===== src/rtl/mem_arbiter_pkg.sv =====
// Shared constants for the host/CPU memory arbiter: FSM state codes and
// the number of byte beats that make up one CPU word access.
package mem_arbiter_pkg;

    localparam int CPU_BEATS = 4;

    typedef logic [2:0] state_t;

    localparam state_t S_IDLE     = 3'd0;
    localparam state_t S_HOST_ACC = 3'd1;
    localparam state_t S_CPU_ACC  = 3'd2;
    localparam state_t S_CAP      = 3'd3;
    localparam state_t S_DONE     = 3'd4;

endpackage


===== src/rtl/mem_arbiter_if.sv =====
// Bundle of the host byte port, the CPU word port and the byte-wide memory
// port. The arbiter uses the slave view; requesters and memory use master.
interface mem_arbiter_if #(
    parameter int ADDR_WIDTH = 14
) ();

    logic                  i_host_req;
    logic                  i_host_we;
    logic [ADDR_WIDTH-1:0] i_host_addr;
    logic [7:0]            i_host_wdata;
    logic                  o_host_ack;
    logic [7:0]            o_host_rdata;

    logic                  i_cpu_req;
    logic                  i_cpu_we;
    logic [31:0]           i_cpu_addr;
    logic [31:0]           i_cpu_wdata;
    logic                  o_cpu_ack;
    logic [31:0]           o_cpu_rdata;

    logic                  o_mem_en;
    logic                  o_mem_we;
    logic [ADDR_WIDTH-1:0] o_mem_addr;
    logic [7:0]            o_mem_wdata;
    logic [7:0]            i_mem_rdata;

    modport slave (
        input  i_host_req, i_host_we, i_host_addr, i_host_wdata,
        output o_host_ack, o_host_rdata,
        input  i_cpu_req, i_cpu_we, i_cpu_addr, i_cpu_wdata,
        output o_cpu_ack, o_cpu_rdata,
        output o_mem_en, o_mem_we, o_mem_addr, o_mem_wdata,
        input  i_mem_rdata
    );

    modport master (
        output i_host_req, i_host_we, i_host_addr, i_host_wdata,
        input  o_host_ack, o_host_rdata,
        output i_cpu_req, i_cpu_we, i_cpu_addr, i_cpu_wdata,
        input  o_cpu_ack, o_cpu_rdata,
        input  o_mem_en, o_mem_we, o_mem_addr, o_mem_wdata,
        output i_mem_rdata
    );

endinterface


===== src/rtl/mem_arbiter_rr_arb2.sv =====
// Two-way round-robin grant between host and CPU. A single last-served flag
// decides contention; it clears to 0 so the CPU wins the first tie.
module rr_arb2 (
    input  logic i_clk,
    input  logic i_rst_n,
    input  logic i_req_host,
    input  logic i_req_cpu,
    input  logic i_update,
    input  logic i_served_cpu,
    output logic o_gnt_host,
    output logic o_gnt_cpu
);

    logic r_last_cpu;

    // Remember who finished most recently so the other side wins the next tie
    always_ff @(posedge i_clk or negedge i_rst_n) begin
        if (!i_rst_n) begin
            r_last_cpu <= 1'b0;
        end else if (i_update) begin
            r_last_cpu <= i_served_cpu;
        end
    end

    assign o_gnt_cpu  = i_req_cpu  & (~i_req_host | ~r_last_cpu);
    assign o_gnt_host = i_req_host & (~i_req_cpu  |  r_last_cpu);

endmodule


===== src/rtl/mem_arbiter.sv =====
// Arbitrates a byte-wide memory between a host byte port and a CPU word port.
// A CPU word is moved as four little-endian byte beats; read bytes arrive one
// cycle after their beat and are assembled before the single-cycle ack.
module mem_arbiter
    import mem_arbiter_pkg::*;
#(
    parameter int ADDR_WIDTH = 14
) (
    input  logic           i_clk,
    input  logic           i_rst_n,
    mem_arbiter_if.slave   bus
);

    state_t                r_state;
    logic [1:0]            r_beat;
    logic                  r_gnt_cpu;
    logic                  r_read;
    logic [23:0]           r_cap;
    logic [7:0]            r_host_rdata;
    logic [31:0]           r_cpu_rdata;

    logic                  w_host_elig;
    logic                  w_cpu_elig;
    logic                  w_gnt_host;
    logic                  w_gnt_cpu;
    logic                  w_host_acc;
    logic                  w_cpu_acc;
    logic                  w_done;
    logic [ADDR_WIDTH-1:0] w_cpu_addr;
    logic [7:0]            w_cpu_byte;
    logic                  w_unused_addr;

    assign w_unused_addr = ^bus.i_cpu_addr[31:ADDR_WIDTH];

    assign w_host_acc = (r_state == S_HOST_ACC);
    assign w_cpu_acc  = (r_state == S_CPU_ACC);
    assign w_done     = (r_state == S_DONE);

    assign w_host_elig = bus.i_host_req & ~bus.o_host_ack;
    assign w_cpu_elig  = bus.i_cpu_req  & ~bus.o_cpu_ack;

    rr_arb2 u_rr_arb2 (
        .i_clk        (i_clk),
        .i_rst_n      (i_rst_n),
        .i_req_host   (w_host_elig),
        .i_req_cpu    (w_cpu_elig),
        .i_update     (w_done),
        .i_served_cpu (r_gnt_cpu),
        .o_gnt_host   (w_gnt_host),
        .o_gnt_cpu    (w_gnt_cpu)
    );

    assign w_cpu_addr = bus.i_cpu_addr[ADDR_WIDTH-1:0] + ADDR_WIDTH'(r_beat);
    assign w_cpu_byte = bus.i_cpu_wdata[{r_beat, 3'b000} +: 8];

    assign bus.o_mem_en    = w_host_acc | w_cpu_acc;
    assign bus.o_mem_we    = w_host_acc ? bus.i_host_we :
                             w_cpu_acc  ? bus.i_cpu_we  : 1'b0;
    assign bus.o_mem_addr  = w_cpu_acc  ? w_cpu_addr       :
                             w_host_acc ? bus.i_host_addr  : '0;
    assign bus.o_mem_wdata = w_cpu_acc  ? w_cpu_byte       :
                             w_host_acc ? bus.i_host_wdata : 8'h00;

    assign bus.o_host_ack   = w_done & ~r_gnt_cpu;
    assign bus.o_cpu_ack    = w_done &  r_gnt_cpu;
    assign bus.o_host_rdata = r_host_rdata;
    assign bus.o_cpu_rdata  = r_cpu_rdata;

    // Main sequencer: grant, issue beats, collect read bytes, then ack once
    always_ff @(posedge i_clk or negedge i_rst_n) begin
        if (!i_rst_n) begin
            r_state      <= S_IDLE;
            r_beat       <= 2'd0;
            r_gnt_cpu    <= 1'b0;
            r_read       <= 1'b0;
            r_cap        <= 24'h0;
            r_host_rdata <= 8'h00;
            r_cpu_rdata  <= 32'h0;
        end else begin
            case (r_state)
                S_IDLE: begin
                    if (w_gnt_cpu) begin
                        r_gnt_cpu <= 1'b1;
                        r_read    <= ~bus.i_cpu_we;
                        r_beat    <= 2'd0;
                        r_state   <= S_CPU_ACC;
                    end else if (w_gnt_host) begin
                        r_gnt_cpu <= 1'b0;
                        r_read    <= ~bus.i_host_we;
                        r_state   <= S_HOST_ACC;
                    end
                end
                S_HOST_ACC: begin
                    r_state <= S_CAP;
                end
                S_CPU_ACC: begin
                    case (r_beat)
                        2'd1:    r_cap[7:0]   <= bus.i_mem_rdata;
                        2'd2:    r_cap[15:8]  <= bus.i_mem_rdata;
                        2'd3:    r_cap[23:16] <= bus.i_mem_rdata;
                        default: ;
                    endcase
                    if (r_beat == 2'(CPU_BEATS - 1)) begin
                        r_beat  <= 2'd0;
                        r_state <= S_CAP;
                    end else begin
                        r_beat <= r_beat + 2'd1;
                    end
                end
                S_CAP: begin
                    if (r_read && r_gnt_cpu) begin
                        r_cpu_rdata <= {bus.i_mem_rdata, r_cap};
                    end else if (r_read) begin
                        r_host_rdata <= bus.i_mem_rdata;
                    end
                    r_state <= S_DONE;
                end
                S_DONE: begin
                    r_state <= S_IDLE;
                end
                default: begin
                    r_state <= S_IDLE;
                end
            endcase
        end
    end

endmodule


===== src/flat_wrapper.sv =====
// flat-port wrapper written by rule: the top's interface ports become plain ports
module mem_arbiter_flat import mem_arbiter_pkg::*;
#(
    parameter int ADDR_WIDTH = 14
)
  (i_clk, i_rst_n, bus_i_host_req, bus_i_host_we, bus_i_host_addr, bus_i_host_wdata, bus_o_host_ack, bus_o_host_rdata, bus_i_cpu_req, bus_i_cpu_we, bus_i_cpu_addr, bus_i_cpu_wdata, bus_o_cpu_ack, bus_o_cpu_rdata, bus_o_mem_en, bus_o_mem_we, bus_o_mem_addr, bus_o_mem_wdata, bus_i_mem_rdata);
  mem_arbiter_if #(.ADDR_WIDTH(ADDR_WIDTH)) bus_i ();
  input  logic i_clk;
  input  logic i_rst_n;
  input wire logic [$bits(bus_i.i_host_req)-1:0] bus_i_host_req;
  input wire logic [$bits(bus_i.i_host_we)-1:0] bus_i_host_we;
  input wire logic [$bits(bus_i.i_host_addr)-1:0] bus_i_host_addr;
  input wire logic [$bits(bus_i.i_host_wdata)-1:0] bus_i_host_wdata;
  output wire logic [$bits(bus_i.o_host_ack)-1:0] bus_o_host_ack;
  output wire logic [$bits(bus_i.o_host_rdata)-1:0] bus_o_host_rdata;
  input wire logic [$bits(bus_i.i_cpu_req)-1:0] bus_i_cpu_req;
  input wire logic [$bits(bus_i.i_cpu_we)-1:0] bus_i_cpu_we;
  input wire logic [$bits(bus_i.i_cpu_addr)-1:0] bus_i_cpu_addr;
  input wire logic [$bits(bus_i.i_cpu_wdata)-1:0] bus_i_cpu_wdata;
  output wire logic [$bits(bus_i.o_cpu_ack)-1:0] bus_o_cpu_ack;
  output wire logic [$bits(bus_i.o_cpu_rdata)-1:0] bus_o_cpu_rdata;
  output wire logic [$bits(bus_i.o_mem_en)-1:0] bus_o_mem_en;
  output wire logic [$bits(bus_i.o_mem_we)-1:0] bus_o_mem_we;
  output wire logic [$bits(bus_i.o_mem_addr)-1:0] bus_o_mem_addr;
  output wire logic [$bits(bus_i.o_mem_wdata)-1:0] bus_o_mem_wdata;
  input wire logic [$bits(bus_i.i_mem_rdata)-1:0] bus_i_mem_rdata;
  assign bus_i.i_host_req = bus_i_host_req;
  assign bus_i.i_host_we = bus_i_host_we;
  assign bus_i.i_host_addr = bus_i_host_addr;
  assign bus_i.i_host_wdata = bus_i_host_wdata;
  assign bus_o_host_ack = bus_i.o_host_ack;
  assign bus_o_host_rdata = bus_i.o_host_rdata;
  assign bus_i.i_cpu_req = bus_i_cpu_req;
  assign bus_i.i_cpu_we = bus_i_cpu_we;
  assign bus_i.i_cpu_addr = bus_i_cpu_addr;
  assign bus_i.i_cpu_wdata = bus_i_cpu_wdata;
  assign bus_o_cpu_ack = bus_i.o_cpu_ack;
  assign bus_o_cpu_rdata = bus_i.o_cpu_rdata;
  assign bus_o_mem_en = bus_i.o_mem_en;
  assign bus_o_mem_we = bus_i.o_mem_we;
  assign bus_o_mem_addr = bus_i.o_mem_addr;
  assign bus_o_mem_wdata = bus_i.o_mem_wdata;
  assign bus_i.i_mem_rdata = bus_i_mem_rdata;
  mem_arbiter #(.ADDR_WIDTH(ADDR_WIDTH)) u_core (.i_clk(i_clk), .i_rst_n(i_rst_n), .bus(bus_i));
endmodule

===== config.mk =====
export PLATFORM = sky130hd
export DESIGN_NAME = mem_arbiter_flat
export DESIGN_NICKNAME = d
export VERILOG_FILES = /design/src/rtl/mem_arbiter_pkg.sv /design/src/rtl/mem_arbiter_if.sv /design/src/rtl/mem_arbiter_rr_arb2.sv /design/src/rtl/mem_arbiter.sv /design/src/flat_wrapper.sv
export SDC_FILE = /design/constraint.sdc
export NUM_CORES = 1
export LEC_CHECK = 0
export BUFFER_PORTS_ARGS = -buffer_cell sky130_fd_sc_hd__buf_4
export CELL_PAD_IN_SITES_DETAIL_PLACEMENT = 1
export CELL_PAD_IN_SITES_GLOBAL_PLACEMENT = 1
export CORE_AREA = 2 2 116 95
export DETAILED_ROUTE_END_ITERATION = 10
export DIE_AREA = 0 0 118 97
export GPL_ROUTABILITY_DRIVEN = 0
export GPL_TIMING_DRIVEN = 0
export PLACE_DENSITY_LB_ADDON = 0.12
export SLEW_MARGIN = 5
export SYNTH_ARGS = -nofsm -noshare
export SYNTH_HDL_FRONTEND = slang
export SYNTH_SLANG_ARGS = --single-unit

===== constraint.sdc =====
create_clock -name i_clk -period 2.71 [get_ports i_clk]
set_input_delay 0.1355 -clock i_clk [delete_from_list [all_inputs] [get_ports i_clk]]
set_output_delay 0.1355 -clock i_clk [all_outputs]
set_load 0.05 [all_outputs]

==> results_dict.tcl <==
set metrics [dict create \
    powerDensity_mw_per_mm2 1420 \
    cap_violations 0 \
    grt_overflow 0 \
    hold_violations 0 \
    synthDominantCellAreaShare_pct 50.9 \
    cts_root_buf "clkbuf_16" \
    grt_pass1_wl_microns 15500 \
    avgSynthCellArea_sq_um 12.8 \
    fin_ws_ns 0.152 \
    start_util_pct 34.7 \
    cts_buffer_depth 2 \
    synth_cell_types 38 \
    cp_data_arrival_time_ns 2.42 \
    met1_usage_pct 21.5 \
    antenna_found_initial 0 \
    synth-async-reset-ratio_pct 100 \
    tightest_slew_ns 0.913 \
    die_width_microns 118 \
    hpwl_microns 7130 \
    first_pass_iters 4 \
    ir_drop_mv 0.617 \
    use_met3_pct 5.66 \
    io_buffer_count 147 \
    busiest_layer "met2" \
    drive_above_1_share_pct 57.7 \
    synth_area_sq_mm 0.00354 \
    syn-num-nets 383 \
    clkTransAtPathRegs_ns 0.06 \
    maxSlewViolCount 0 \
    max_freq_mhz 391 \
    postRouteWirelength_microns 9460 \
    htreeDepth 3 \
    ys_seq_area_share_pct 50.9 \
    ys_ff_latch 72 \
    cp.required_ns 2.57 \
    avgViaCountPerCell 4.77 \
    yosysTopAreaCell "dfrtp_1" \
    syn2layout_area_growth_pct 47.2 \
    track_usage_pct 17.3 \
    finalSetupViolations 0 \
    crit_path_end_kind "output pin" \
    clock-sinks 72 \
    hold_ws_ns 0.0733 \
    drt_iter0_drc 65 \
    antenna_cells 0 \
    power_leakage_nw 2.43 \
    wl_per_cell_microns 16.2 \
    post-place-ws_ns -0.0176 \
    grt_max_degree 73 \
    hp-class "input pin to register" \
    outcome "finished clean" \
    grt_pass1_vias 3068 \
    ys.flop_type "dfrtp_1" \
    max_slew_margin_pct 38.9 \
    clock_skew_ns 0.00305 \
    detail-route-antenna-nets 0 \
    synthCells 277 \
    design.portCount 166 \
    row_count 33 \
    crit_path_max_fanout 5 \
    cts_tree "yes" \
    num_vias 2788 \
    startpoint_type "register" \
    worstSkewPairLatency_ns 0.33 \
    grt_setup_unrepaired "no" \
    die_y_microns 97 \
    timing.final.crit_share_pct 94.4 \
    layout.nets 545 \
    path_class "register to output pin" \
    synth_edf_count 0 \
    ys_top_cells_by_area "dfrtp_1, mux2_2, mux4_2" \
    drt_drc_violations_left 0 \
    yosysWarnings 0 \
    dieArea_sq_mm 0.0114 \
    layout_min_cycle_time_ns 2.56 \
    grtUsageMet2_pct 29.2 \
    cts_made_buffers 9 \
    coreArea_sq_mm 0.0102 \
]
[metal layers]
metal / part of all wire, % / up-vias
li1: - / 1330
met1: 45 / 1384
met2: 50 / 65
met3: 4.4 / 9
met4: 1.0 / 0
met5: 0 / -
[area by class of cell]
class | count | area [sq um]
clock inverter | 5 | 80.1
fill | 1119 | 4990
timing repair buffer | 151 | 1140
sequential | 72 | 1800
buffer | 15 | 83.8
tap | 140 | 175
clock buffer | 11 | 243
inverter | 7 | 26.3
multi-input combinational | 183 | 1660
[cells in the final DEF (no fill, tap or decap), types with 9 or more instances in the layout]
cell type,count
buf_4,150
dfrtp_1,70
mux2_2,65
nand2_1,22
o21ai_0,13
xnor2_1,11
a22o_1,11
clkbuf_1,9
clkbuf_16,9
[through the flow]
step           cell area (sq um)  total power, W  setup TNS, ns  utilization [%]  cells
2_1_floorplan               3540         0.00485              0                -    277
3_3_place_gp                4820         0.00606        -0.0174             47.2    564
3_5_place_dp                4820         0.00614        -0.0176             47.2    564
4_1_cts                     5170         0.00744              0             50.7    581
5_1_grt                     5210         0.00780              0             51.1    584
6_report                    5210         0.00737              0             51.1    584
[power by group]
group,switching [W],internal [W]
sequential,0.000295,0.00160
combinational,0.00268,0.00155
clock,0.000422,0.000828
[path summary, 6_finish.rpt]
path,slack (ns),from,to,cells after the start
setup / recovery,0.15,u_core.r_beat[0],bus_o_mem_addr[10],9
hold / removal,0.07,bus_i_mem_rdata[1],u_core.r_cap[9],2
setup reg to reg,0.71,u_core.r_state[2],u_core.bus.o_host_rdata[0],4
hold reg to reg,0.50,u_core.r_cap[4],u_core.bus.o_cpu_rdata[4],1
max in group asynchronous,1.61,i_rst_n,u_core.r_beat[1],2
min in group asynchronous,0.47,i_rst_n,u_core.bus.o_cpu_rdata[30],2
[worst max-delay path: stages, from the launching register on]
cell,delay (ns)
dfrtp_2,0.41
ha_1,0.19
inv_1,0.06
fa_2,0.36
nand4b_1,0.30
buf_4,0.21
nor3_2,0.16
xnor2_1,0.08
o21ai_1,0.15
buf_6,0.18
[sequential cells by signal, indices dropped and copies added (netlist names)]
signal,count
u_core.u_rr_arb2.r_last_cpu,1
u_core.r_gnt_cpu,1
u_core.r_state,3
u_core.bus.o_cpu_rdata,32
u_core.r_cap,24
u_core.r_read,1
u_core.bus.o_host_rdata,8
u_core.r_beat,2
[repair_timing]
| action | 4_1_cts | 5_1_grt |
|---|---|---|
| gates resized for setup | 5 | 6 |
| setup buffers | 0 | 3 |
| hold buffers | 1 | 0 |
| pin swaps | 0 | 1 |
| endpoints found under the setup margin | 4 | 11 |
| hold endpoints to repair | 72 | 0 |
[Yosys cell counts, types with 3 or more instances]
master and number:
inv_1 7, nand4_1 3, nor4_1 3, nand2_1 22, clkbuf_1 9, xnor2_1 11
o21ai_0 17, dfrtp_1 72, and3_1 3, nor3_1 5, buf_2 4, a22o_1 11
mux4_2 8, nor2_1 8, mux2_2 65, ha_1 5
[kinds of logic after synthesis]
logic type               count (synthesis)  share of synthesized area, %
AND/OR/NAND/NOR                         56                          8.13
adder cells (fa/ha/maj)                  6                          2.33
XOR/XNOR                                12                          2.97
flip-flops                              72                          50.9
buffers and inverters                   22                          2.79
AO/OA/AOI/OAI                           35                          6.79
multiplexers                            74                          26.1
No activity file was read; power rests on OpenSTA's default activity.
